`config.mk`:
```
export PLATFORM = sky130hd
export DESIGN_NAME = bnn_seq_ctrl
export DESIGN_NICKNAME = d
export VERILOG_FILES = /design/src/rtl/bnn_seq_ctrl.sv
export SDC_FILE = /design/constraint.sdc
export NUM_CORES = 1
export LEC_CHECK = 0
export ABC_AREA = 1
export CAP_MARGIN = 20
export CORE_AREA = 2 2 70 72
export DETAILED_ROUTE_END_ITERATION = 12
export DIE_AREA = 0 0 72 74
export DONT_BUFFER_PORTS = 1
export PLACE_DENSITY = 0.56
export REMOVE_ABC_BUFFERS = 1
export SLEW_MARGIN = 10
export SYNTH_ARGS = -nofsm -noshare
export SYNTH_HDL_FRONTEND = slang
export SYNTH_SLANG_ARGS = --single-unit
export TNS_END_PERCENT = 5
```
`constraint.sdc`:
```
create_clock -name clk -period 1.3 [get_ports clk]
set_input_delay 0.26 -clock clk [delete_from_list [all_inputs] [get_ports clk]]
set_output_delay 0.26 -clock clk [all_outputs]
set_load 0.02 [all_outputs]
```
`src/rtl/bnn_seq_ctrl.sv`:
```
// Sequencing controller for the 8-8-4 BNN core: weight-load serialiser and inference issuer.
// Optional macro BNN_SEQ_STATS_EN enables the saturating completed-inference counter.
module bnn_seq_ctrl #(
    parameter int unsigned NUM_NEURONS = 12,
    parameter int unsigned PIPE_LAT    = 2
) (
    input  logic        clk,
    input  logic        reset,
    input  logic        load_start,
    input  logic        w_valid,
    input  logic [7:0]  w_data,
    output logic        w_ready,
    input  logic        x_valid,
    input  logic [7:0]  x_data,
    output logic        x_ready,
    output logic        y_valid,
    output logic [3:0]  y_data,
    input  logic        y_ready,
    output logic        busy,
    output logic        load_done,
    output logic        load_err,
    output logic [15:0] infer_cnt,
    output logic [7:0]  bnn_x,
    output logic        bnn_load_en,
    output logic [3:0]  bnn_nibble,
    input  logic [3:0]  bnn_y
);

    localparam int unsigned CntW  = $clog2(NUM_NEURONS + 1);
    localparam int unsigned WaitW = (PIPE_LAT < 1) ? 1 : $clog2(PIPE_LAT + 1);

    typedef enum logic [2:0] {
        StIdle,
        StLdWait,
        StLdLo,
        StLdHi,
        StInfWait,
        StResult
    } state_e;

    state_e            state_q, state_d;
    logic [7:0]        byte_q, byte_d;
    logic [CntW-1:0]   byte_cnt_q, byte_cnt_d;
    logic [WaitW-1:0]  wait_cnt_q, wait_cnt_d;
    logic [7:0]        x_q, x_d;
    logic [3:0]        y_q, y_d;
    logic              load_done_q, load_done_d;
    logic              load_err_q, load_err_d;
    logic              pending_q, pending_d;
    logic              load_req;

    assign load_req = load_start | pending_q;

    always_comb begin
        state_d     = state_q;
        byte_d      = byte_q;
        byte_cnt_d  = byte_cnt_q;
        wait_cnt_d  = wait_cnt_q;
        x_d         = x_q;
        y_d         = y_q;
        load_done_d = load_done_q;
        load_err_d  = load_err_q;
        pending_d   = pending_q;
        w_ready     = 1'b0;
        x_ready     = 1'b0;
        bnn_load_en = 1'b0;
        bnn_nibble  = 4'h0;

        // Requests seen while busy are remembered and serviced on the next idle cycle.
        if (state_q != StIdle && load_start) begin
            pending_d = 1'b1;
        end

        case (state_q)
            StIdle: begin
                x_ready = ~load_req & ~reset;
                if (load_req) begin
                    pending_d = 1'b0;
                    // The core's neuron index only rewinds on reset: one session per reset.
                    if (load_done_q) begin
                        load_err_d = 1'b1;
                    end else begin
                        byte_cnt_d = '0;
                        state_d    = StLdWait;
                    end
                end else if (x_valid) begin
                    x_d        = x_data;
                    wait_cnt_d = '0;
                    state_d    = StInfWait;
                end
            end
            StLdWait: begin
                w_ready = 1'b1;
                if (w_valid) begin
                    byte_d  = w_data;
                    state_d = StLdLo;
                end
            end
            StLdLo: begin
                bnn_load_en = 1'b1;
                bnn_nibble  = byte_q[3:0];
                state_d     = StLdHi;
            end
            StLdHi: begin
                bnn_load_en = 1'b1;
                bnn_nibble  = byte_q[7:4];
                byte_cnt_d  = byte_cnt_q + CntW'(1);
                if (byte_cnt_q == CntW'(NUM_NEURONS - 1)) begin
                    load_done_d = 1'b1;
                    state_d     = StIdle;
                end else begin
                    state_d = StLdWait;
                end
            end
            StInfWait: begin
                if (wait_cnt_q == WaitW'(PIPE_LAT)) begin
                    y_d     = bnn_y;
                    state_d = StResult;
                end else begin
                    wait_cnt_d = wait_cnt_q + WaitW'(1);
                end
            end
            StResult: begin
                if (y_ready) begin
                    state_d = StIdle;
                end
            end
            default: state_d = StIdle;
        endcase
    end

    always_ff @(posedge clk) begin
        if (reset) begin
            state_q     <= StIdle;
            byte_q      <= 8'h00;
            byte_cnt_q  <= '0;
            wait_cnt_q  <= '0;
            x_q         <= 8'h00;
            y_q         <= 4'h0;
            load_done_q <= 1'b0;
            load_err_q  <= 1'b0;
            pending_q   <= 1'b0;
        end else begin
            state_q     <= state_d;
            byte_q      <= byte_d;
            byte_cnt_q  <= byte_cnt_d;
            wait_cnt_q  <= wait_cnt_d;
            x_q         <= x_d;
            y_q         <= y_d;
            load_done_q <= load_done_d;
            load_err_q  <= load_err_d;
            pending_q   <= pending_d;
        end
    end

    assign y_valid   = (state_q == StResult);
    assign y_data    = y_q;
    assign busy      = (state_q != StIdle);
    assign load_done = load_done_q;
    assign load_err  = load_err_q;
    assign bnn_x     = x_q;

`ifdef BNN_SEQ_STATS_EN
    logic [15:0] infer_cnt_q;

    always_ff @(posedge clk) begin
        if (reset) begin
            infer_cnt_q <= 16'h0000;
        end else if (y_valid && y_ready && infer_cnt_q != 16'hFFFF) begin
            infer_cnt_q <= infer_cnt_q + 16'd1;
        end
    end

    assign infer_cnt = infer_cnt_q;
`else
    assign infer_cnt = 16'h0000;
`endif

endmodule
```
Word level (Yosys, flattened, before mapping). Cells that the tools add are included.

Reductions and logical operators: 14. Add/sub/neg operators: 2. Bitwise logic cells: 4. Eq/ne operators: 17. Mux-type cells: 22.

Operators with widths (number): 3-bit two-way mux (6); 3-bit case mux with 6 select lines (1); 4-bit case mux with 2 select lines (2); 2-bit != test (second input constant) (7); 3-bit AND reduction (3); 4-bit two-way mux (2); 1-bit two-way mux (7); 3-bit by 2-bit == test with 1-bit output (second input constant) (2); 3-bit == test (second input constant) (2); 2-bit two-way mux (3); 3-bit != test (second input constant) (2); 2-bit AND reduction (3); 5-bit AND reduction (1); 4-bit by 1-bit adder with 4-bit output (second input constant) (1); 4-bit == test (second input constant) (1); 2-bit case mux with 2 select lines (1); 4-bit AND reduction (1); 2-bit nonzero test (2); 3-bit by 1-bit == test with 1-bit output (second input constant) (1); 3-bit logical NOT (1); 3-bit nonzero test (1); 2-bit by 1-bit adder with 2-bit output (second input constant) (1); 2-bit == test (second input constant) (1); 2-bit by 1-bit != test with 1-bit output (second input constant) (1); other kinds (5) (6).

Logic and storage cells: 68. Flip-flop bits (word level): 32.

Logic depth before layout (Yosys ltp). Gate-level depths: netlist (run 1).

Depth after elaboration: 5. Mapped depth: 8. Mapped depth without buffers: 8.

Worst setup path before layout (run 1). Ideal clock, no wire load.

Kind: reg-to-output. Start point: register state_q[0]. End point: output x_ready. Stages on the path, launching flop included: 6. Data required time: 1.040 ns. Buffers on the path: 0. Arrival time: 1.076 ns. Slack: -0.036 ns. Cells stage by stage: dfxtp_1 -> nor2_2 -> nand2_2 -> inv_2 -> nand2_1 -> nor2_1.

Word-level cells in the longest chain between the ends: 2.

Ends and longest elaborated chain: start, declared (RTL line 41) `state_e state_q, state_d;`; start signal, assigned (RTL line 134) `state_q <= StIdle;`; start signal, assigned (RTL line 144) `state_q <= state_d;`; 3-bit logical NOT (RTL line 74) `case (state_q)`; 1-bit two-way mux (RTL line 74); end, declared (RTL line 15) `output logic x_ready,`.

No other way between the ends.

Final worst setup path (run 1).
Start point: register state_q[1]. End point: output bnn_nibble[3].

Word-level cells in the longest chain between the ends: 2. Elaborated cells between the ends (all ways): 3. Those cells by class: eq/ne (2); mux (1).

Ends and longest elaborated chain: 3-bit by 2-bit == test with 1-bit output (RTL line 74); 4-bit case mux with 2 select lines (*) (RTL line 74); end, declared (RTL line 25) `output logic [3:0] bnn_nibble,`.

Mark *: on every way between the ends. The rest lies on a longest branch, timed or not.

==> results of run 1 <==
per-layer routing:
metal | share of wire | vias to the layer above | track usage
li1 | - | 701 | -
met1 | 0.42 | 560 | 0.1443
met2 | 0.51 | 34 | 0.2233
met3 | 0.065 | 4 | 0.05827
met4 | 0.012 | 0 | 0.05660
met5 | 0 | - | 0
cell families after synthesis:
| kind of cell | Yosys count | share of synthesized area |
|---|---|---|
| compound gates | 29 | 0.09776 |
| xor+xnor | 1 | 0.005610 |
| fa+ha+maj | 2 | 0.01602 |
| buf+inv | 41 | 0.1418 |
| flops | 32 | 0.4103 |
| other cells | 1 | 0.002402 |
| simple gates | 112 | 0.3261 |
timing repair:
| item | in CTS | in global routing |
|---|---|---|
| endpoints found under the setup margin | 9 | 35 |
| setup buffers | 4 | 1 |
| pin swaps | 4 | 5 |
| hold buffers | 0 | 0 |
| resized for setup | 15 | 17 |
cell type report:
cell class,count,share of cell area
timing repair buffer,20,0.08704
clock buffer,8,0.04858
multi-input combinational,160,0.4339
inverter,21,0.04521
tap,54,0.03644
sequential,32,0.3489
per-stage QoR:
stage | instance area [um^2] | setup WS [ps] | util
3_3_place_gp | 1655 | 30.64 | 0.3600
2_1_floorplan | 1475 | -35.93 | -
3_5_place_dp | 1655 | 24.73 | 0.3600
6_report | 1854 | -99.37 | 0.4033
5_1_grt | 1854 | -179.8 | 0.4033
4_1_cts | 1808 | -172.8 | 0.3932
placed cells by master, fill, tap and decap left out, types with 6 or more instances in the layout:
| cell type | n |
|---|---|
| a21oi_1 | 8 |
| buf_4 | 17 |
| clkbuf_8 | 6 |
| conb_1 | 16 |
| dfxtp_1 | 29 |
| inv_1 | 11 |
| inv_2 | 8 |
| nand2_1 | 25 |
| nand2_2 | 8 |
| nand3_1 | 13 |
| nor2_1 | 46 |
| o21ai_0 | 15 |
where the power goes:
group | total, mW | internal, mW | switching, mW
registers | 1.36 | 1.17 | 0.195
clock network | 0.778 | 0.431 | 0.347
logic | 1.48 | 0.590 | 0.885
total | 3.61 | 2.19 | 1.43
sequential cells by signal, indices dropped and copies added, names as in the netlist:
signal	count
pending_q	1
state_q	3
byte_cnt_q	4
wait_cnt_q	2
byte_q	8
bnn_x	8
y_data	4
load_done	1
load_err	1
synthesized netlist by cell type:
cell	count
conb_1	1
nand4_1	2
or2_0	1
nand3_2	3
nor3_1	1
nor2_4	1
dfxtp_1	32
xor2_1	1
inv_1	17
nand3b_1	1
nor3b_2	1
buf_6	1
ha_1	2
nor2_1	46
nand3_1	13
o21ai_2	1
o21ai_0	18
or2_2	1
nand2_2	2
nand2_1	33
a21oi_2	1
nor2_2	7
buf_4	16
inv_2	4
clkbuf_1	3
a21oi_1	9
critical path, delay by kind of cell, from the launching register on:
kind | cells | cell delay, ps
DFF | 1 | 360
and+or+nand+nor | 4 | 360
buffers and inverters | 2 | 150
how the worst max path moves through the flow:
| stage | start | end | slack (ps) | cells after the start |
|---|---|---|---|---|
| 6_report | state_q[1] | bnn_nibble[3] | -100 | 6 |
| 5_1_grt | state_q[1] | x_ready | -180 | 6 |
| 4_1_cts | state_q[0] | x_ready | -170 | 6 |
| 3_5_place_dp | state_q[2] | x_ready | 20 | 6 |
| 3_3_place_gp | state_q[0] | byte_q[2] | 30 | 6 |
| 2_1_floorplan | state_q[0] | x_ready | -40 | 5 |
==> run metrics, run 1 <==
status=finished, violations left; failing checks=setup timing; first-pass GRT wire length=5.361 mm; Sequential Area=646.9 um^2; Multi-input gate area=804.5 um^2; post-synthesis sequential area ratio=0.4103; die width=72 um; DIE AREA=5328 um^2; crit path time final=1399 ps; Worst setup SP type=flip-flop; Die Ht=74 um; TNS Setup=-568.4 ps; Post-DP HPWL=2.481 mm; reg2reg end=state_q[0]; Worst setup EP type=output pin; GRT Total Usage=0.1317; FF-to-FF setup slack=-20 ps; Fin Clk Skew=5.159 ps; H-tree levels=2; starting density of the core=0.3396; DR vias/cell=4.403; cells after synthesis=218; Post-route DRC=0; yosys synthesis warning count=0; worst path required time=1040 ps; WHS=33.52 ps; fin crit share=1.076; Clock Latency Late Sink=280 ps; clock sinks=32; Synth-to-Final Area Change=18.75%; worst vdd ir=0.5754 mV; CP arrival=1140 ps; RSZ-0062 raised after global routing=true; end of the worst hold path=byte_cnt_q[1]; DR iter-0 viols=63; Layout Nets=268; CP max-delay cell=dfxtp_2; fill cell count=490; #FFs+latches synth=32; Total Power=3.614 mW; vias in the first global route=1192; largest net degree at the start of global routing=19; initial antenna violation count=0; critical path fanouts, max=5; gp weighted congestion=0.7221; Row Count=25; mean routed wirelength per cell=11.02 um; static leakage power=0.8592 nW; most area-consuming cells after synthesis=dfxtp_1, nor2_1, nand2_1, buf_4, o21ai_0; Inst Count DP=282; I/O pin count=65; final wirelength=3.250 mm; final setup fails=9; Crit Path Class=reg2out; core footprint=4598 um^2; Bufs on Longest Clock Path=2; Cell variety after synth=26; Max-Cap Viols=0; CTS clock-pin slew for the worst setup and hold paths=70 ps; R2R cell count=9; max incr delay on CP=360 ps; DR pass1 iterations=4; Crit path top cell by count=nand2_2; CP Cell Sequence=inv_2 -> nor2_4 -> nand2_2 -> inv_4 -> nand2_1 -> nand2_2; Max Fclk=0.7146 GHz; Hold Path Stages=1; reg2reg start=state_q[0]; Hold Crit Start=reset; port buffer count=0; Synth top area share=0.4103; total grt overflow=0; ANT cells=0; Hold WC Path Type=in2reg; total number of vias=1299; worst setup margin=-99.37 ps; share of layout cells above drive strength 1=0.2697; hold violation count in the final report=0; CTS root buf=clkbuf_8; Post-DRT Antenna Nets=0; Mean Syn Cell Area=7.163 um^2; PwrDens=1949 nW/um^2; CTS tree=yes; total CTS buffers=5; mapped cell area=1561 um^2; final max-slew violation count=0; post-synth top area cell=dfxtp_1; fin cells=295
(Power assumes the default switching activity.)
==> inputs of run 2 (changes only) <==
- CORE_AREA: 2 2 70 72 -> 2 2 76 78
- DIE_AREA: 0 0 72 74 -> 0 0 78 80
- PLACE_DENSITY: 0.56 -> 0.5
==> run 2 against run 1 <==
Sequential power about the same. Global-route usage is 0.81 points lower. Fmax decreased by 3.0%. Count of clock-buffer cells in the layout down 2. Non-clock buffer count increased by 1. Largest cell class unchanged. Highest routed layer unchanged. The run still ends with setup timing left. Die area up 17%.
==> run metrics, run 2 (same netlist as run 1, synthesis figures left out) <==
most frequent cells in the layout=nor2_1, dfxtp_1, nand2_1; Die Ht=80 um (+8.1%); # hold bufs at CTS=0 (unchanged); crit-path leading delay family=flip-flops; ANT cells=0 (unchanged); Max-Cap Viols=0 (unchanged); CP bufs+invs=2 (unchanged); die width=78 um (+8.3%); DR pass1 iterations=4 (unchanged); mean routed wirelength per cell=12.10 um (+9.8%); fill cell count=581 (+19%); final setup fails=12 (+3); total CTS buffers=5 (unchanged); core footprint=5405 um^2 (+18%); Max Fclk=0.6931 GHz (-3.0%); fin crit share=1.110 (+0.03340); CTS root buf=clkbuf_8; Fin Clk Skew=3.238 ps (-1.921 ps); worst setup margin=-142.8 ps (-43.41 ps); Max Used Layer=met4; Final Cell Area=2034 um^2 (+9.7%); end of the worst hold path=y_data[2]; total grt overflow=0 (unchanged); I/O pin count=65 (unchanged); final core utilization=0.3764 (-0.02688); worst path required time=1040 ps (about the same); FF-to-FF setup slack=-100 ps (-80 ps); DIE AREA=6240 um^2 (+17%); Post-DP HPWL=2.727 mm (+9.9%); Row Count=27 (+8.0%); Layout Nets=269 (+0.37%); failing checks=setup timing; met1 wire length=1.511 mm (+12%); Crit Path Class=reg2out; share of layout cells above drive strength 1=0.3471 (+0.07740); Worst setup EP type=output pin; final max-slew violation count=0 (unchanged); GRT Total Usage=0.1235 (-0.008118); Bufs on Longest Clock Path=2 (unchanged); Hold WC Path Type=in2reg; Multi-input gate area=932.1 um^2 (+16%); vias in the first global route=1317 (+10%); Placement Cell Area=1670 um^2 (+0.91%); status=finished, violations left; starting density of the core=0.2889 (-0.05070); final wirelength=3.798 mm (+17%); initial antenna violation count=0 (unchanged); Sequential Area=646.9 um^2 (unchanged); Hold Crit Start=reset; Post-route DRC=0 (unchanged); critical path fanouts, max=5 (unchanged); first-pass GRT wire length=5.989 mm (+12%); metal2 WL=1.917 mm (+16%); DR iter-0 viols=26 (-59%); CTS tree=yes; worst vdd ir=0.5456 mV (-5.2%); RSZ-0062 raised after global routing=true; R2R cell count=9 (unchanged); CP arrival=1180 ps (+40 ps); H-tree levels=2 (unchanged); reg2reg start=state_q[0]; CP max-delay cell=dfxtp_2; largest net degree at the start of global routing=17 (-2); Hold Path Stages=1 (unchanged); CP Cell Sequence=inv_2 -> nor2_4 -> nand2_2 -> clkinv_4 -> nand2_4 -> nand2_4; gp weighted congestion=0.7560 (+4.7%); Worst setup SP type=flip-flop; most common cell after layout, fill and taps aside=nor2_1; CTS clock-pin slew for the worst setup and hold paths=70 ps (about the same); WHS=32.81 ps (-0.7115 ps); wire length on met3=321 um (+53%); max incr delay on CP=360 ps (about the same); Crit path top cell by count=nand2_4; clock sinks=32 (unchanged); port buffer count=0 (unchanged); crit path time final=1443 ps (+43.41 ps); DR vias/cell=4.334 (-1.6%); Synth-to-Final Area Change=30.29%; Clock Latency Late Sink=280 ps (about the same); total number of vias=1361 (+4.8%); reg2reg end=wait_cnt_q[1]; hold violation count in the final report=0 (unchanged); Post-DRT Antenna Nets=0 (unchanged); static leakage power=0.9602 nW (+12%); PwrDens=1892 nW/um^2 (-2.9%)
## run 2: cell types whose count changed in the layout (fill, tap and decap cells not counted), sizes merged
cell	delta
inv	-1
clkbuf	-2
buf	+1
clkinv	+3
## run 2: layout make-up
class,count,share of cell area
timing repair buffer,21,0.09041
clock buffer,6,0.04059
tap,72,0.04428
multi-input combinational,160,0.4582
sequential,32,0.3180
inverter,21,0.04367
clock inverter,2,0.004920
## run 2: worst max path at each step
stage / start / to / slack [ps] / depth (start not counted)
after detailed placement: state_q[0] / bnn_x[3] / -50 / 7
after global routing: state_q[1] / bnn_nibble[0] / -220 / 6
after floorplan: state_q[0] / x_ready / -40 / 5
after global placement: state_q[0] / bnn_x[4] / -30 / 7
after CTS: state_q[0] / x_ready / -160 / 6
final: state_q[1] / bnn_nibble[2] / -140 / 6
## run 2: what timing repair did
| item | CTS | global route |
|---|---|---|
| setup endpoints to repair | 26 | 38 |
| pin swaps | 6 | 13 |
| resized for setup | 26 | 45 |
| setup buffers | 6 | 1 |
## run 2: metal layers
| layer | track usage | up-vias |
|---|---|---|
| li1 | - | 700 |
| met4 | 0.04211 | 0 |
| met3 | 0.06109 | 5 |
| met5 | 0 | - |
| met1 | 0.1314 | 618 |
| met2 | 0.2129 | 38 |
## run 2: power by group
group          internal [mW]  leakage, nW  switching (mW)
clock network          0.422       0.0510           0.376
logic                  0.681        0.647            1.00
registers               1.16        0.262           0.206
total                   2.27        0.960            1.58
## run 2: through the flow
| step | TNS (ps) | worst slack (ps) | total power [mW] | instances |
|---|---|---|---|---|
| after detailed placement | -423.4 | -50.33 | 2.601 | 299 |
| after floorplan | -151.7 | -35.93 | 2.206 | 213 |
| after global placement | -126.3 | -34.29 | 2.586 | 299 |
| final | -1175 | -142.8 | 3.850 | 314 |
| after CTS | -2061 | -159.8 | 3.733 | 313 |
| after global routing | -3446 | -215.2 | 4.146 | 314 |
## run 2: worst register-to-register path, cell delays in order (launching register included)
cell and delay (ps):
dfxtp_4 360, nor2_4 90, buf_4 110, buf_4 90, buf_4 110, nand2_4 60, nor2_4 120, inv_2 70
or2_0 200, a21oi_1 120
==> inputs of run 3 (changes only) <==
- PLACE_DENSITY: 0.5 -> unset
- REMOVE_ABC_BUFFERS: 1 -> unset
==> run 3 against run 2 <==
The flow still finishes with violations (setup timing). Wire length fell by 2.8%. Utilization shrank 0.76 points. Largest power group unchanged. Die area unchanged. Register-to-register slack improved by 80 ps. Via count up 0.51%. Sequential share of layout area grew 0.78 points. Highest routed layer unchanged. Non-clock buffer count stayed put. Total power increased by 7.4%. Largest cell class unchanged. Cell area down 2.0%. Combinational power grew 2%. Global-route usage decreased by 0.43 points. Sequential power barely moved.
==> run metrics, run 3 (same netlist as run 1, synthesis figures left out) <==
reg2reg start=state_q[0]; critical path fanouts, max=5 (unchanged); Sequential Area=649.4 um^2 (+0.39%); fin crit share=1.094 (-0.01632); first-pass GRT wire length=5.754 mm (-3.9%); largest net degree at the start of global routing=19 (+2); gp weighted congestion=0.7287 (-3.6%); crit path time final=1422 ps (-21.22 ps); vias in the first global route=1287 (-2.3%); Hold WC Path Type=in2reg; Bufs on Longest Clock Path=2 (unchanged); R2R cell count=10 (+1); fin cells=314 (unchanged); fill cell count=586 (+0.86%); total CTS buffers=5 (unchanged); Synth-to-Final Area Change=27.64%; DR pass1 iterations=4 (unchanged); failing checks=setup timing; starting density of the core=0.2889 (unchanged); CTS tree=yes; Inst Count DP=299 (unchanged); Multi-input gate area=853.3 um^2 (-8.5%); Layout Nets=269 (unchanged); Crit Path Class=reg2out; PwrDens=2074 nW/um^2 (+9.6%); Post-route DRC=0 (unchanged); Fin Clk Skew=7.164 ps (+3.926 ps); die width=78 um (unchanged); CTS clock-pin slew for the worst setup and hold paths=70 ps (about the same); Placement Cell Area=1673 um^2 (+0.15%); final setup fails=12 (unchanged); final max-slew violation count=0 (unchanged); port buffer count=0 (unchanged); Die Ht=80 um (unchanged); DIE AREA=6240 um^2 (unchanged); CP arrival=1160 ps (-20 ps); final wirelength=3.692 mm (-2.8%); total grt overflow=0 (unchanged); clock sinks=32 (unchanged); DR iter-0 viols=41 (+58%); initial antenna violation count=0 (unchanged); DR vias/cell=4.357 (+0.51%); H-tree levels=2 (unchanged); Clock Latency Late Sink=280 ps (about the same); most common cell after layout, fill and taps aside=nor2_1; worst path required time=1040 ps (about the same); mean routed wirelength per cell=11.76 um (-2.8%); Max-Cap Viols=0 (unchanged); Hold Crit Start=reset; hold violation count in the final report=0 (unchanged); most frequent cells in the layout=nor2_1, dfxtp_1, nand2_1; Worst setup EP type=output pin; Final Cell Area=1993 um^2 (-2.0%); worst vdd ir=0.5665 mV (+3.8%); share of layout cells above drive strength 1=0.3140 (-0.03306); GRT Total Usage=0.1192 (-0.004295); Post-DRT Antenna Nets=0 (unchanged); Post-DP HPWL=2.580 mm (-5.4%); CP startpoint=state_q[0]; status=finished, violations left; ANT cells=0 (unchanged); Worst setup SP type=flip-flop; core footprint=5405 um^2 (unchanged); Row Count=27 (unchanged); worst setup margin=-121.6 ps (+21.22 ps); RSZ-0062 raised after global routing=true; total number of vias=1368 (+0.51%); # hold bufs at CTS=0 (unchanged); Max Fclk=0.7035 GHz (+1.5%); CTS root buf=clkbuf_8; Hold Path Stages=1 (unchanged); static leakage power=0.8802 nW (-8.3%); I/O pin count=65 (unchanged)
-- run 3: cell count changes in the layout (fill, tap and decap cells not counted), moves of 2 or more --
cell        delta
nand3_2        -4
a21oi_1        +3
nand2_4        -8
a21oi_2        -3
nand3_1        +4
clkinvlp_4     +2
clkinv_2       -2
inv_1          -2
nand2_1        +2
nand2_2        +6
-- run 3: worst max-delay path, cell delays in order (launching register included) --
cell        delay (ps)
dfxtp_4            380
buf_6              120
clkinvlp_4         130
nand3_1            130
nand2_2            110
-- run 3: report_power, final --
group          leakage [nW]  total (mW)  switching [mW]  internal (mW)
combinational         0.554        1.72            1.01          0.716
sequential            0.262        1.36           0.191           1.17
clock                0.0645        1.05           0.376          0.676
-- run 3: path summary, 6_finish.rpt --
kind	slack, ps	endpoint
setup reg to reg	-20	state_q[2]
hold reg to reg	480	byte_cnt_q[1]
setup / recovery	-120	bnn_nibble[3]
hold / removal	40	y_data[0]
-- run 3: stage by stage --
stage               total power, mW  utilization  TNS [ps]  setup WS (ps)  hold slack [ps]
finish                        4.134       0.3688    -658.2         -121.6            35.78
floorplan                     2.270            -    -115.7         -28.93            394.9
CTS                           4.040       0.3586    -934.0         -125.5            20.29
global route                  4.410       0.3688     -2081         -174.7            8.947
global placement              2.580       0.3095    -5.615         -3.795            331.9
detailed placement            2.596       0.3095    -61.68         -23.57            333.7
-- run 3: layout make-up --
type / count / area share
clock buffer: 7 / 0.04834
tap: 72 / 0.04520
clock inverter: 1 / 0.01507
multi-input combinational: 160 / 0.4281
sequential: 32 / 0.3258
inverter: 21 / 0.04708
timing repair buffer: 21 / 0.09040
-- run 3: timing repair --
| item | 4_1_cts | 5_1_grt |
|---|---|---|
| buffers inserted | 7 | 0 |
| resized for setup | 34 | 19 |
| setup endpoints to repair | 20 | 34 |
| pin swaps | 6 | 5 |
-- run 3: per-layer routing --
metal | up-vias | global-route usage | wire length, um
li1 | 701 | - | -
met1 | 618 | 0.1247 | 1510
met2 | 47 | 0.2078 | 1862
met3 | 2 | 0.05882 | 307
met4 | 0 | 0.04211 | 12
met5 | - | 0 | 0
